## src/rtl/game_sequencer.sv

```systemverilog
// Round controller for the Whac-A-Mole game: sequences the countdown timer,
// runs the "get ready" pre-count and publishes registered game status.
//
// state     | meaning
// ----------+---------------------------------------------------------------
// IDLE      | waiting for start; timer held in reset
// READY     | pre-round countdown, one ready_count step per second
// PLAYING   | timer running, moles spawn and hits score
// PAUSED    | timer frozen, play suspended
// GAME_OVER | timer expired, display holds 0.000 until the next start
module game_sequencer #(
    parameter int GAME_LENGTH_SECONDS = 20,
    parameter int CLKS_PER_MS         = 50000,
    parameter int READY_SECONDS       = 3,
    parameter int MS_W                = $clog2(1000),
    localparam int SEC_W              = $clog2(GAME_LENGTH_SECONDS),
    localparam int RDY_W              = $clog2(READY_SECONDS + 1)
) (
    input  logic             clk,
    input  logic             rst,
    input  logic             start_pulse,
    input  logic             pause_pulse,
    input  logic [SEC_W-1:0] count_down_seconds,
    input  logic [MS_W-1:0]  count_down_milliseconds,
    output logic             timer_rst,
    output logic             timer_enable,
    output logic [RDY_W-1:0] ready_count,
    output logic             game_active,
    output logic             paused,
    output logic             game_over,
    output logic [7:0]       round_count,
    output logic [2:0]       state
);

    localparam int CLKS_PER_SEC = CLKS_PER_MS * 1000;
    localparam int PRE_W        = $clog2(CLKS_PER_SEC);
    localparam logic [PRE_W-1:0] PRE_MAX = PRE_W'(CLKS_PER_SEC - 1);

    typedef enum logic [2:0] {
        S_IDLE      = 3'd0,
        S_READY     = 3'd1,
        S_PLAYING   = 3'd2,
        S_PAUSED    = 3'd3,
        S_GAME_OVER = 3'd4
    } state_t;

    state_t             state_q, state_d;
    logic [PRE_W-1:0]   prescaler, pre_d;
    logic [RDY_W-1:0]   ready_d;
    logic [7:0]         round_d;
    logic               sec_tick, expiry;
    logic               timer_rst_d, enable_d, active_d, paused_d, over_d;

    assign state = state_q;

    // Next state plus the registered outputs that belong to it, so outputs
    // change on the same edge as the state register.
    always_comb begin
        state_d  = state_q;
        ready_d  = ready_count;
        round_d  = round_count;
        pre_d    = '0;
        sec_tick = (state_q == S_READY) && (prescaler == PRE_MAX);
        expiry   = (count_down_seconds == '0) && (count_down_milliseconds == '0);

        case (state_q)
            S_IDLE: begin
                if (start_pulse) begin
                    state_d = S_READY;
                    ready_d = RDY_W'(READY_SECONDS);
                end
            end
            S_READY: begin
                if (start_pulse) begin
                    state_d = S_IDLE;
                end else begin
                    pre_d = sec_tick ? '0 : prescaler + 1'b1;
                    if (sec_tick) begin
                        ready_d = ready_count - 1'b1;
                        if (ready_count == RDY_W'(1)) state_d = S_PLAYING;
                    end
                end
            end
            S_PLAYING: begin
                if (expiry) begin
                    state_d = S_GAME_OVER;
                    if (round_count != 8'hFF) round_d = round_count + 8'd1;
                end else if (start_pulse) begin
                    state_d = S_IDLE;
                end else if (pause_pulse) begin
                    state_d = S_PAUSED;
                end
            end
            S_PAUSED: begin
                if (start_pulse)      state_d = S_IDLE;
                else if (pause_pulse) state_d = S_PLAYING;
            end
            S_GAME_OVER: begin
                if (start_pulse) begin
                    state_d = S_READY;
                    ready_d = RDY_W'(READY_SECONDS);
                end
            end
            default: state_d = S_IDLE;
        endcase

        if (state_d != S_READY) ready_d = '0;

        // Timer reset is held in IDLE and pulsed for one cycle on READY entry
        // so that a fresh round always starts from a reloaded timer.
        timer_rst_d = (state_d == S_IDLE) || ((state_d == S_READY) && (state_q != S_READY));
        enable_d    = (state_d == S_PLAYING);
        active_d    = (state_d == S_PLAYING);
        paused_d    = (state_d == S_PAUSED);
        over_d      = (state_d == S_GAME_OVER);
    end

    // State, prescaler and all status outputs.
    always_ff @(posedge clk or posedge rst) begin
        if (rst) begin
            state_q      <= S_IDLE;
            prescaler    <= '0;
            timer_rst    <= 1'b1;
            timer_enable <= 1'b0;
            ready_count  <= '0;
            game_active  <= 1'b0;
            paused       <= 1'b0;
            game_over    <= 1'b0;
            round_count  <= 8'd0;
        end else begin
            state_q      <= state_d;
            prescaler    <= pre_d;
            timer_rst    <= timer_rst_d;
            timer_enable <= enable_d;
            ready_count  <= ready_d;
            game_active  <= active_d;
            paused       <= paused_d;
            game_over    <= over_d;
            round_count  <= round_d;
        end
    end

endmodule

```

## config.mk

```make
export PLATFORM = sky130hd
export DESIGN_NAME = game_sequencer
export DESIGN_NICKNAME = d
export VERILOG_FILES = /design/src/rtl/game_sequencer.sv
export SDC_FILE = /design/constraint.sdc
export NUM_CORES = 1
export LEC_CHECK = 0
export BUFFER_PORTS_ARGS = -buffer_cell sky130_fd_sc_hd__buf_2
export CELL_PAD_IN_SITES_DETAIL_PLACEMENT = 1
export CELL_PAD_IN_SITES_GLOBAL_PLACEMENT = 1
export CORE_MARGIN = 2
export CORE_UTILIZATION = 46
export CTS_CLUSTER_DIAMETER = 30
export DETAILED_ROUTE_END_ITERATION = 8
export PLACE_DENSITY = 0.92
export REMOVE_ABC_BUFFERS = 1
export SLEW_MARGIN = 20
export SYNTH_ARGS = -nofsm -noshare
export SYNTH_HDL_FRONTEND = slang
export SYNTH_SLANG_ARGS = --single-unit
```

## constraint.sdc

```tcl
create_clock -name clk -period 5.95 [get_ports clk]
set_input_delay 1.19 -clock clk [delete_from_list [all_inputs] [get_ports clk]]
set_output_delay 1.19 -clock clk [all_outputs]
set_load 0.05 [all_outputs]
```

==> run_summary.xml, run 1 <==
<?xml version="1.0" encoding="UTF-8"?>
<metrics>
  <group name="outcome">
    <metric name="status" unit="">finished clean</metric>
  </group>
  <group name="clocking">
    <metric name="cts_buffer_depth" unit="">2</metric>
    <metric name="cts_inserted_buffers" unit="">5</metric>
    <metric name="insertion_delay" unit="ns">0.30</metric>
    <metric name="worst_setup_hold_path_clk_slew" unit="ns">0.08</metric>
    <metric name="cts_htree_levels" unit="">2</metric>
    <metric name="tritoncts_clock_tree" unit="">yes</metric>
    <metric name="cts_repair_resized_insts" unit="">0</metric>
    <metric name="ctsRootBufferMaster" unit="">sky130_fd_sc_hd__clkbuf_8</metric>
    <metric name="clkSinkCount" unit="">43</metric>
    <metric name="hold_buffers" unit="">0</metric>
    <metric name="cts.repair_timing.setup_buffer_count" unit="">0</metric>
  </group>
  <group name="power_and_ir_drop">
    <metric name="power-per-cell-area" unit="nW/um^2">266.3</metric>
    <metric name="ir_worst_vdd" unit="mV">0.2032</metric>
    <metric name="p_leak" unit="nW">1.106</metric>
  </group>
  <group name="logic_synthesis">
    <metric name="yosys.cell_count.top_type" unit="">sky130_fd_sc_hd__nor2_1</metric>
    <metric name="synthTopCellsByArea" unit="">sky130_fd_sc_hd__dfrtp_1, sky130_fd_sc_hd__nor2_1, sky130_fd_sc_hd__xnor2_1</metric>
    <metric name="post-synth-top-area-fraction" unit="%">49.18</metric>
    <metric name="ys.flop_type" unit="">sky130_fd_sc_hd__dfrtp_1</metric>
    <metric name="mappedNetlistArea" unit="um^2">2137</metric>
    <metric name="async_flop_share" unit="%">100.0</metric>
    <metric name="netlist_top_cells_count" unit="">sky130_fd_sc_hd__nor2_1, sky130_fd_sc_hd__dfrtp_1, sky130_fd_sc_hd__nand2_1</metric>
    <metric name="number_of_enable_flip_flop_cells_after_synthesis" unit="">0</metric>
    <metric name="avgSynthCellArea" unit="um^2">9.670</metric>
    <metric name="netlist-cell-type-count" unit="">37</metric>
    <metric name="post_synth_inst_count" unit="">221</metric>
    <metric name="synth.yosys.seq_area_share" unit="%">50.41</metric>
    <metric name="synth.largest_area_cell" unit="">sky130_fd_sc_hd__dfrtp_1</metric>
    <metric name="ys.warnings.count" unit="">0</metric>
    <metric name="yosys_register_bits" unit="">43</metric>
  </group>
  <group name="detailed_routing">
    <metric name="drc_errors" unit="">0</metric>
    <metric name="wirelength" unit="um">5041</metric>
    <metric name="final_antenna_net_count" unit="">0</metric>
    <metric name="dr.first_iter.drc_count" unit="">45</metric>
    <metric name="wl_per_cell" unit="um">16.16</metric>
    <metric name="dr_total_vias" unit="">1706</metric>
    <metric name="detail_route.vias_per_cell" unit="">5.468</metric>
    <metric name="drtPass1Iterations" unit="">4</metric>
  </group>
  <group name="global_routing">
    <metric name="antenna_found_initial" unit="">0</metric>
    <metric name="maximum_number_of_pins_on_one_net_before_global_route_repair" unit="">44</metric>
    <metric name="globalRouteTotalUtil" unit="%">20.99</metric>
    <metric name="global_route_wire_length_before_repair" unit="um">8369</metric>
    <metric name="number_of_global_route_vias_before_repair" unit="">1757</metric>
    <metric name="grt_overflow" unit="">0</metric>
  </group>
  <group name="final_layout">
    <metric name="nFillCells" unit="">518</metric>
    <metric name="finalNetCount" unit="">281</metric>
    <metric name="fin_util" unit="%">55.30</metric>
    <metric name="num_antenna_cells" unit="">0</metric>
    <metric name="area_delta_synth_final" unit="%">14.23</metric>
    <metric name="layout-drive-gt1-share" unit="%">19.23</metric>
    <metric name="multi_input_comb_area" unit="um^2">999.7</metric>
    <metric name="ff_latch_area" unit="um^2">1077</metric>
  </group>
  <group name="timing">
    <metric name="setup_viol" unit="">0</metric>
    <metric name="timing.max_slew.rel_slack" unit="%">32.30</metric>
    <metric name="rsz0062_at_grt" unit="">false</metric>
    <metric name="hold_violations" unit="">0</metric>
    <metric name="fmax" unit="GHz">0.3875</metric>
    <metric name="worstMarginPinSlew" unit="ns">1.006</metric>
    <metric name="slew_violations" unit="">0</metric>
    <metric name="timing.final.crit_share" unit="%">43.38</metric>
    <metric name="postLayoutSetupSlackWorst" unit="ns">3.369</metric>
    <metric name="fin_crit" unit="ns">2.581</metric>
    <metric name="finClkSkew" unit="ns">0.006757</metric>
    <metric name="totalNegativeSetupSlack" unit="ns">0</metric>
  </group>
  <group name="critical_path">
    <metric name="timing.critical_path.to_type" unit="">flip-flop</metric>
    <metric name="crit_path_max_incr_delay" unit="ns">0.40</metric>
    <metric name="path_class" unit="">in2reg</metric>
    <metric name="cells_along_the_critical_path" unit="">buf_2 &gt; nor4_1 &gt; and4_1 &gt; o2111ai_2 &gt; or3_1 &gt; xnor2_1</metric>
    <metric name="start_kind" unit="">input port</metric>
    <metric name="critPathMaxFanout" unit="">8</metric>
    <metric name="timing.critical_path.required" unit="ns">6.14</metric>
    <metric name="crit_slowest_cell" unit="">sky130_fd_sc_hd__or3_1</metric>
    <metric name="worst_ep_arrival_time" unit="ns">2.77</metric>
  </group>
  <group name="run">
    <metric name="maxcap_violations" unit="">0</metric>
  </group>
  <group name="floorplan">
    <metric name="die-height" unit="um">72.16</metric>
    <metric name="num_rows" unit="">24</metric>
    <metric name="fp.dieArea" unit="um^2">5207</metric>
    <metric name="chipWidth" unit="um">72.16</metric>
    <metric name="initial_utilization" unit="%">48.41</metric>
    <metric name="design.portCount" unit="">37</metric>
    <metric name="core_area" unit="um^2">4414</metric>
  </group>
  <group name="hold_path">
    <metric name="hold_class" unit="">reg2reg</metric>
  </group>
  <group name="placed_design">
    <metric name="routabilityCongestion" unit="">0.7809</metric>
    <metric name="hpwl" unit="um">3586</metric>
    <metric name="placement.setup.worst_slack" unit="ns">3.091</metric>
    <metric name="numPortBuffers" unit="">36</metric>
  </group>
</metrics>
[power by group]
part           internal (W)  leakage, nW  switching [W]
Combinational     0.0000368        0.479       0.000101
Clock             0.0000824       0.0422      0.0000978
Sequential         0.000309        0.585      0.0000232
[stage by stage]
step	hold slack [ns]	instance area [um^2]	power, W	instances
2_1_floorplan	0.4552	2107	0.0004315	215
6_report	0.4871	2441	0.0006502	312
5_1_grt	0.5105	2441	0.0006858	312
3_5_place_dp	0.4779	2360	0.0004772	304
4_1_cts	0.4924	2441	0.0006571	312
3_3_place_gp	0.4726	2360	0.0004693	304
[flip-flops by register name, indices dropped and copies added, names as in the netlist]
name,flops
game_active,1
ready_count,2
paused,1
state,3
round_count,8
timer_rst,1
prescaler,26
game_over,1
[worst max-delay path: cells and delay by family]
kind                   cells  cell delay (ns)
XOR/XNOR                   1             0.14
AO/OA/AOI/OAI              1             0.26
AND/OR/NAND/NOR            3             1.10
buffers and inverters      1             0.09
[layout make-up]
type                            instances  area share (%)
Clock inverter                          1          0.2050
Sequential cell                        43           44.13
Timing Repair Buffer                   37           7.688
Inverter                                8           1.230
Clock buffer                            7           3.127
Tap cell                               52           2.665
Multi-Input combinational cell        164           40.95
[logic make-up (layout without fill, tap and decap cells)]
logic type | Yosys count | count (layout) | synth area share (%)
compound gates | 11 | 11 | 3.396
xor+xnor | 31 | 31 | 12.70
flops | 43 | 43 | 50.41
simple gates | 117 | 117 | 27.93
buf+inv | 14 | 53 | 2.810
mux | 2 | 2 | 0.9953
fa+ha+maj | 3 | 3 | 1.757
[cells in the final DEF, fill, tap and decap left out, types with 2 or more instances in the layout]
cell                        n
sky130_fd_sc_hd__clkbuf_1   2
sky130_fd_sc_hd__nor2_1    43
sky130_fd_sc_hd__ha_1       3
sky130_fd_sc_hd__buf_2     36
sky130_fd_sc_hd__a21oi_1    4
sky130_fd_sc_hd__nand4_1    7
sky130_fd_sc_hd__nor3_1    10
sky130_fd_sc_hd__nand2_1   17
sky130_fd_sc_hd__clkbuf_8   5
sky130_fd_sc_hd__xor2_1    15
sky130_fd_sc_hd__xnor2_1   16
sky130_fd_sc_hd__o21ai_0    2
sky130_fd_sc_hd__dfrtp_1   42
sky130_fd_sc_hd__inv_1      8
sky130_fd_sc_hd__and4_1     3
sky130_fd_sc_hd__nand4b_1   2
sky130_fd_sc_hd__nor4_1     6
sky130_fd_sc_hd__nand3_1   13
sky130_fd_sc_hd__and3_1     6
[metal layers]
layer  part of all wire (%)  global-route usage (%)
met1                     42                   25.25
met2                     53                   36.09
met3                    3.9                   6.528
met4                    1.1                   6.289
met5                      0                       0
[worst paths after layout]
path	start	cells past startpoint	endpoint	slack [ns]
min in group asynchronous	rst	3	prescaler[22]	1.02
max in group asynchronous	rst	3	timer_rst	4.55
setup reg to reg	prescaler[0]	6	state[0]	3.71
setup / recovery	count_down_seconds[2]	6	round_count[4]	3.37
hold / removal	round_count[7]	1	round_count[7]	0.49
hold reg to reg	round_count[7]	1	round_count[7]	0.49
Power figures use the tool's default switching activity.
==> run 2, diff against run 1 <==
--- a/config.mk
+++ b/config.mk
@@ -9,10 +9,10 @@
 export CELL_PAD_IN_SITES_DETAIL_PLACEMENT = 1
 export CELL_PAD_IN_SITES_GLOBAL_PLACEMENT = 1
 export CORE_MARGIN = 2
-export CORE_UTILIZATION = 46
+export CORE_UTILIZATION = 42
 export CTS_CLUSTER_DIAMETER = 30
 export DETAILED_ROUTE_END_ITERATION = 8
-export PLACE_DENSITY = 0.92
+export PLACE_DENSITY = 0.86
 export REMOVE_ABC_BUFFERS = 1
 export SLEW_MARGIN = 20
 export SYNTH_ARGS = -nofsm -noshare
==> constraint.sdc (replaced) <==
create_clock -name clk -period 2.55 [get_ports clk]
set_input_delay 0.51 -clock clk [delete_from_list [all_inputs] [get_ports clk]]
set_output_delay 0.51 -clock clk [all_outputs]
set_load 0.05 [all_outputs]
==> run 2 against run 1 <==
Against the previous run:
- design area is 1.3% higher
- flip-flop and latch count did not move
- largest cell class unchanged
- non-clock buffer count rose by 2
- combinational power grew 140%
- die area rose by 9.0%
- clock-buffer cell count increased by 1
- cell count increased by 5.4%
- global-route usage down 2.6 points
- first-iteration DRC count increased by 29%
- wire length is 5.5% lower
- worst hold slack worse by 0.15 ns
==> run_summary.xml, run 2 (synthesis gave the netlist of run 1 again) <==
<?xml version="1.0" encoding="UTF-8"?>
<metrics>
  <group name="clocking">
    <metric name="worst_setup_hold_path_clk_slew" unit="ns">0.08</metric>
    <metric name="clkSinkCount" unit="">43</metric>
    <metric name="insertion_delay" unit="ns">0.29</metric>
    <metric name="cts_buffer_depth" unit="">2</metric>
    <metric name="cts_repair_resized_insts" unit="">0</metric>
    <metric name="cts_inserted_buffers" unit="">5</metric>
    <metric name="tritoncts_clock_tree" unit="">yes</metric>
    <metric name="cts_htree_levels" unit="">2</metric>
    <metric name="cts.repair_timing.setup_buffer_count" unit="">0</metric>
    <metric name="ctsRootBufferMaster" unit="">sky130_fd_sc_hd__clkbuf_8</metric>
    <metric name="hold_buffers" unit="">0</metric>
  </group>
  <group name="detailed_routing">
    <metric name="wirelength" unit="um">4766</metric>
    <metric name="final_antenna_net_count" unit="">0</metric>
    <metric name="wl_per_cell" unit="um">14.49</metric>
    <metric name="drtPass1Iterations" unit="">4</metric>
    <metric name="dr.first_iter.drc_count" unit="">58</metric>
    <metric name="detail_route.vias_per_cell" unit="">5.079</metric>
    <metric name="dr_total_vias" unit="">1671</metric>
    <metric name="drc_errors" unit="">0</metric>
  </group>
  <group name="critical_path">
    <metric name="worst_ep_arrival_time" unit="ns">2.30</metric>
    <metric name="critPathMaxFanout" unit="">4</metric>
    <metric name="start_kind" unit="">flip-flop</metric>
    <metric name="timing.critical_path.to_type" unit="">flip-flop</metric>
    <metric name="reg2regPathDepth" unit="">6</metric>
    <metric name="timing.critical_path.required" unit="ns">2.72</metric>
    <metric name="path_class" unit="">reg2reg</metric>
  </group>
  <group name="run">
    <metric name="maxcap_violations" unit="">0</metric>
  </group>
  <group name="global_routing">
    <metric name="number_of_global_route_vias_before_repair" unit="">1677</metric>
    <metric name="grt_overflow" unit="">0</metric>
    <metric name="maximum_number_of_pins_on_one_net_before_global_route_repair" unit="">44</metric>
    <metric name="globalRouteTotalUtil" unit="%">18.40</metric>
    <metric name="antenna_found_initial" unit="">0</metric>
    <metric name="global_route_wire_length_before_repair" unit="um">7893</metric>
  </group>
  <group name="final_layout">
    <metric name="fin_util" unit="%">51.35</metric>
    <metric name="finish.cell_count_without_fillers" unit="">329</metric>
    <metric name="leading_cell_types_in_the_layout_fill_and_taps_excluded" unit="">sky130_fd_sc_hd__nor2_1, sky130_fd_sc_hd__dfrtp_1, sky130_fd_sc_hd__buf_2</metric>
    <metric name="nFillCells" unit="">602</metric>
    <metric name="area_delta_synth_final" unit="%">15.75</metric>
    <metric name="largest_register_ffs" unit="">26</metric>
    <metric name="ff_latch_area" unit="um^2">1077</metric>
    <metric name="multi_input_comb_area" unit="um^2">999.7</metric>
    <metric name="num_antenna_cells" unit="">0</metric>
    <metric name="final_common_cell" unit="">sky130_fd_sc_hd__nor2_1</metric>
    <metric name="largest_register" unit="">prescaler</metric>
    <metric name="finalNetCount" unit="">283</metric>
    <metric name="layout-drive-gt1-share" unit="%">19.47</metric>
  </group>
  <group name="placed_design">
    <metric name="numPortBuffers" unit="">36</metric>
    <metric name="routabilityCongestion" unit="">0.8021</metric>
    <metric name="hpwl" unit="um">3574</metric>
    <metric name="place_inst" unit="">321</metric>
  </group>
  <group name="floorplan">
    <metric name="initial_utilization" unit="%">44.36</metric>
    <metric name="die-height" unit="um">75.33</metric>
    <metric name="chipWidth" unit="um">75.33</metric>
    <metric name="design.portCount" unit="">37</metric>
    <metric name="fp.dieArea" unit="um^2">5675</metric>
    <metric name="num_rows" unit="">25</metric>
    <metric name="core_area" unit="um^2">4817</metric>
  </group>
  <group name="timing">
    <metric name="finClkSkew" unit="ns">0.008574</metric>
    <metric name="fin_crit" unit="ns">2.125</metric>
    <metric name="fmax" unit="GHz">0.4706</metric>
    <metric name="hold_violations" unit="">0</metric>
    <metric name="totalNegativeSetupSlack" unit="ns">0</metric>
    <metric name="worstMarginPinSlew" unit="ns">0.6624</metric>
    <metric name="slew_violations" unit="">0</metric>
    <metric name="timing.max_slew.rel_slack" unit="%">55.43</metric>
    <metric name="timing.final.crit_share" unit="%">83.33</metric>
    <metric name="setup_viol" unit="">0</metric>
    <metric name="rsz0062_at_grt" unit="">false</metric>
  </group>
  <group name="outcome">
    <metric name="status" unit="">finished clean</metric>
  </group>
  <group name="power_and_ir_drop">
    <metric name="ir_worst_vdd" unit="mV">0.2728</metric>
    <metric name="p_leak" unit="nW">1.114</metric>
    <metric name="power-per-cell-area" unit="nW/um^2">612.0</metric>
  </group>
  <group name="hold_path">
    <metric name="hold_class" unit="">in2async</metric>
  </group>
</metrics>
[run 2: changes by cell type in the layout (fill, tap and decap cells not counted), sizes merged]
cell	previous run	this run
buf	37	39
clkbuf	7	8
clkinv	1	0
[run 2: worst paths after layout]
path	start	end	slack (ns)
setup / recovery	prescaler[0]	ready_count[0]	0.43
hold / removal	rst	round_count[6]	0.34
max in group asynchronous	rst	timer_rst	1.82
hold reg to reg	round_count[7]	round_count[7]	0.49
setup reg to reg	prescaler[0]	ready_count[0]	0.43
min in group clk	round_count[7]	round_count[7]	0.49
[run 2: report_power, final]
group | leakage [nW] | switching, W | total, W | internal (W)
Sequential | 0.585 | 0.0000489 | 0.000770 | 0.000721
Clock | 0.0395 | 0.000218 | 0.000413 | 0.000195
Combinational | 0.489 | 0.000240 | 0.000331 | 0.0000917
Total | 1.11 | 0.000506 | 0.00151 | 0.00101
[run 2: metal layers]
layer | GRT usage, % | wire [um]
met1 | 23.17 | 2149
met2 | 31.01 | 2447
met3 | 4.762 | 120
met4 | 6.043 | 48
met5 | 0 | 0
[run 2: layout make-up]
class | instances | share of cell area, %
Multi-Input combinational cell | 164 | 40.41
Tap cell | 67 | 3.389
Clock buffer | 8 | 3.237
Inverter | 8 | 1.214
Sequential cell | 43 | 43.55
Timing Repair Buffer | 39 | 8.194
[run 2: worst max-delay path, cell delays in order (launching register included)]
cell and delay (ns):
sky130_fd_sc_hd__dfrtp_1 0.39, sky130_fd_sc_hd__ha_1 0.24, sky130_fd_sc_hd__nand4_2 0.16, sky130_fd_sc_hd__or2_1 0.27, sky130_fd_sc_hd__nor4_1 0.60, sky130_fd_sc_hd__mux2i_1 0.26
sky130_fd_sc_hd__a21oi_1 0.08
[run 2: stage by stage]
step / cell area, um^2 / worst slack [ns] / hold slack, ns / total power, W
finish: 2474 / 0.4252 / 0.3403 / 0.001514
detailed placement: 2394 / 0.3534 / 0.4778 / 0.001120
global placement: 2394 / 0.4547 / 0.4736 / 0.001103
floorplan: 2107 / 0.5313 / 0.4552 / 0.001007
global route: 2474 / 0.1827 / 0.3909 / 0.001605
CTS: 2474 / 0.4154 / 0.3618 / 0.001537
==> run 3, diff against run 2 <==
==> constraint.sdc (replaced) <==
create_clock -name clk -period 2.1 [get_ports clk]
set_input_delay 0.42 -clock clk [delete_from_list [all_inputs] [get_ports clk]]
set_output_delay 0.42 -clock clk [all_outputs]
set_load 0.05 [all_outputs]
==> run 3 against run 2 <==
Against the previous run:
- register-to-register slack worse by 0.36 ns
- largest cell class unchanged
- core utilization is 1.4 points higher
- first-iteration DRC count grew 12%
- critical path depth stayed put
==> run_summary.xml, run 3 (synthesis gave the netlist of run 1 again) <==
<?xml version="1.0" encoding="UTF-8"?>
<metrics>
  <group name="power_and_ir_drop">
    <metric name="p_leak" unit="nW">1.145</metric>
    <metric name="clockPowerShare" unit="%">30.1</metric>
    <metric name="cell_internal_pwr" unit="W">0.001302</metric>
    <metric name="power-per-cell-area" unit="nW/um^2">767.5</metric>
    <metric name="pwr-share-seq" unit="%">48.2</metric>
    <metric name="pwr-share-comb" unit="%">21.7</metric>
    <metric name="sw_frac_of_total" unit="%">33.22</metric>
    <metric name="power.net_switching" unit="W">0.0006475</metric>
    <metric name="ir_worst_vdd" unit="mV">0.7385</metric>
  </group>
  <group name="final_layout">
    <metric name="largest_register" unit="">prescaler</metric>
    <metric name="leading_cell_types_in_the_layout_fill_and_taps_excluded" unit="">sky130_fd_sc_hd__nor2_1, sky130_fd_sc_hd__dfrtp_1, sky130_fd_sc_hd__buf_2</metric>
    <metric name="finalNetCount" unit="">287</metric>
    <metric name="layout-drive-gt1-share" unit="%">22.18</metric>
    <metric name="num_antenna_cells" unit="">0</metric>
    <metric name="largest_register_ffs" unit="">26</metric>
    <metric name="nFillCells" unit="">584</metric>
    <metric name="area_delta_synth_final" unit="%">18.85</metric>
    <metric name="final_common_cell" unit="">sky130_fd_sc_hd__nor2_1</metric>
  </group>
  <group name="clocking">
    <metric name="cts_buffer_depth" unit="">2</metric>
    <metric name="hold_buffers" unit="">0</metric>
    <metric name="worst_setup_hold_path_clk_slew" unit="ns">0.08</metric>
    <metric name="cts_htree_levels" unit="">2</metric>
    <metric name="clkSinkCount" unit="">43</metric>
    <metric name="cts_inserted_buffers" unit="">5</metric>
    <metric name="tritoncts_clock_tree" unit="">yes</metric>
    <metric name="ctsRootBufferMaster" unit="">sky130_fd_sc_hd__clkbuf_8</metric>
    <metric name="insertion_delay" unit="ns">0.31</metric>
  </group>
  <group name="timing">
    <metric name="postLayoutSetupSlackWorst" unit="ns">0.06550</metric>
    <metric name="fin_crit" unit="ns">2.035</metric>
    <metric name="timing.max_slew.rel_slack" unit="%">64.03</metric>
    <metric name="totalNegativeSetupSlack" unit="ns">0</metric>
    <metric name="slew_violations" unit="">0</metric>
    <metric name="rsz0062_at_grt" unit="">false</metric>
    <metric name="timing.final.crit_share" unit="%">96.88</metric>
    <metric name="setup_viol" unit="">0</metric>
    <metric name="hold_violations" unit="">0</metric>
    <metric name="fmax" unit="GHz">0.4915</metric>
    <metric name="finClkSkew" unit="ns">0.006401</metric>
    <metric name="worstMarginPinSlew" unit="ns">0.5395</metric>
  </group>
  <group name="detailed_routing">
    <metric name="detail_route.vias_per_cell" unit="">5.258</metric>
    <metric name="final_antenna_net_count" unit="">0</metric>
    <metric name="dr_total_vias" unit="">1751</metric>
    <metric name="dr.first_iter.drc_count" unit="">65</metric>
    <metric name="wl_per_cell" unit="um">16.03</metric>
    <metric name="wirelength" unit="um">5337</metric>
    <metric name="drtPass1Iterations" unit="">4</metric>
    <metric name="drc_errors" unit="">0</metric>
  </group>
  <group name="placed_design">
    <metric name="routabilityCongestion" unit="">0.8021</metric>
    <metric name="hpwl" unit="um">3599</metric>
    <metric name="placement.setup.worst_slack" unit="ns">0.04592</metric>
    <metric name="numPortBuffers" unit="">36</metric>
  </group>
  <group name="critical_path">
    <metric name="timing.critical_path.required" unit="ns">2.29</metric>
    <metric name="worst_ep_arrival_time" unit="ns">2.23</metric>
    <metric name="start_kind" unit="">flip-flop</metric>
    <metric name="critPathMaxFanout" unit="">4</metric>
    <metric name="path_class" unit="">reg2reg</metric>
    <metric name="timing.critical_path.to_type" unit="">flip-flop</metric>
  </group>
  <group name="run">
    <metric name="maxcap_violations" unit="">0</metric>
  </group>
  <group name="global_routing">
    <metric name="grt_overflow" unit="">0</metric>
    <metric name="maximum_number_of_pins_on_one_net_before_global_route_repair" unit="">44</metric>
    <metric name="antenna_found_initial" unit="">0</metric>
    <metric name="globalRouteTotalUtil" unit="%">19.87</metric>
    <metric name="number_of_global_route_vias_before_repair" unit="">1806</metric>
    <metric name="global_route_wire_length_before_repair" unit="um">8418</metric>
  </group>
  <group name="floorplan">
    <metric name="design.portCount" unit="">37</metric>
    <metric name="die-height" unit="um">75.33</metric>
    <metric name="chipWidth" unit="um">75.33</metric>
    <metric name="num_rows" unit="">25</metric>
    <metric name="initial_utilization" unit="%">44.36</metric>
    <metric name="core_area" unit="um^2">4817</metric>
    <metric name="fp.dieArea" unit="um^2">5675</metric>
  </group>
  <group name="outcome">
    <metric name="status" unit="">finished clean</metric>
  </group>
  <group name="hold_path">
    <metric name="hold_class" unit="">in2async</metric>
  </group>
</metrics>
run 3: cell types whose count changed in the layout (fill, tap and decap cells not counted), sizes merged:
| cell | delta |
|---|---|
| buf | +4 |
run 3: final timing paths:
path	end	startpoint	depth (start not counted)	slack (ns)
setup / recovery	state[0]	prescaler[0]	6	0.07
hold / removal	prescaler[21]	rst	3	0.23
setup reg to reg	state[0]	prescaler[0]	6	0.07
hold reg to reg	round_count[7]	round_count[7]	1	0.49
max in group asynchronous	timer_rst	rst	3	1.48
min in group clk	ready_count[0]	start_pulse	3	0.41
run 3: through the flow:
stage / power [W] / utilization, % / hold slack [ns] / std cells / area [um^2]
2_1_floorplan: 0.001223 / - / 0.4552 / 215 / 2107
3_3_place_gp: 0.001347 / 50.16 / 0.4682 / 324 / 2416
3_5_place_dp: 0.001363 / 50.16 / 0.4817 / 324 / 2416
4_1_cts: 0.001958 / 52.23 / 0.2595 / 332 / 2516
5_1_grt: 0.002053 / 52.73 / 0.2893 / 333 / 2540
6_report: 0.001949 / 52.73 / 0.2326 / 333 / 2540
run 3: layout make-up:
cell class / instances / area, um^2 / share of cell area [%]
Clock buffer: 8 / 100.1 / 3.941
Inverter: 8 / 30.03 / 1.182
Multi-Input combinational cell: 164 / 1016 / 40.00
Sequential cell: 43 / 1077 / 42.41
Tap cell: 67 / 83.83 / 3.300
Timing Repair Buffer: 43 / 232.7 / 9.163
run 3: worst max-delay path, stage by stage (launching register included):
cell and delay (ns):
sky130_fd_sc_hd__dfrtp_1 0.43, sky130_fd_sc_hd__ha_4 0.18, sky130_fd_sc_hd__nand4_2 0.16, sky130_fd_sc_hd__or2_1 0.30, sky130_fd_sc_hd__or3_4 0.41, sky130_fd_sc_hd__nand2_4 0.09
sky130_fd_sc_hd__or3b_1 0.34
run 3: repair_timing:
| action | in CTS | in global routing |
|---|---|---|
| setup buffers | 0 | 1 |
| endpoints found under the setup margin | 0 | 23 |
| resized for setup | 0 | 3 |
run 3: power by group through the flow:
stage          registers (W)  clock network, W  logic, W
5_1_grt             0.000948          0.000642  0.000463
4_1_cts             0.000936          0.000607  0.000416
3_5_place_dp        0.000951                 0  0.000412
3_3_place_gp        0.000947                 0  0.000401
6_report            0.000939          0.000587  0.000423
2_1_floorplan        0.00106                 0  0.000163
run 3: per-layer routing:
metal  track usage (%)  wire, um  vias up
li1                  -         -      840
met1             24.38      2294      881
met2             33.53      2812       23
met3             6.878       172        7
met4             5.263        57        0
met5                 0         0        -
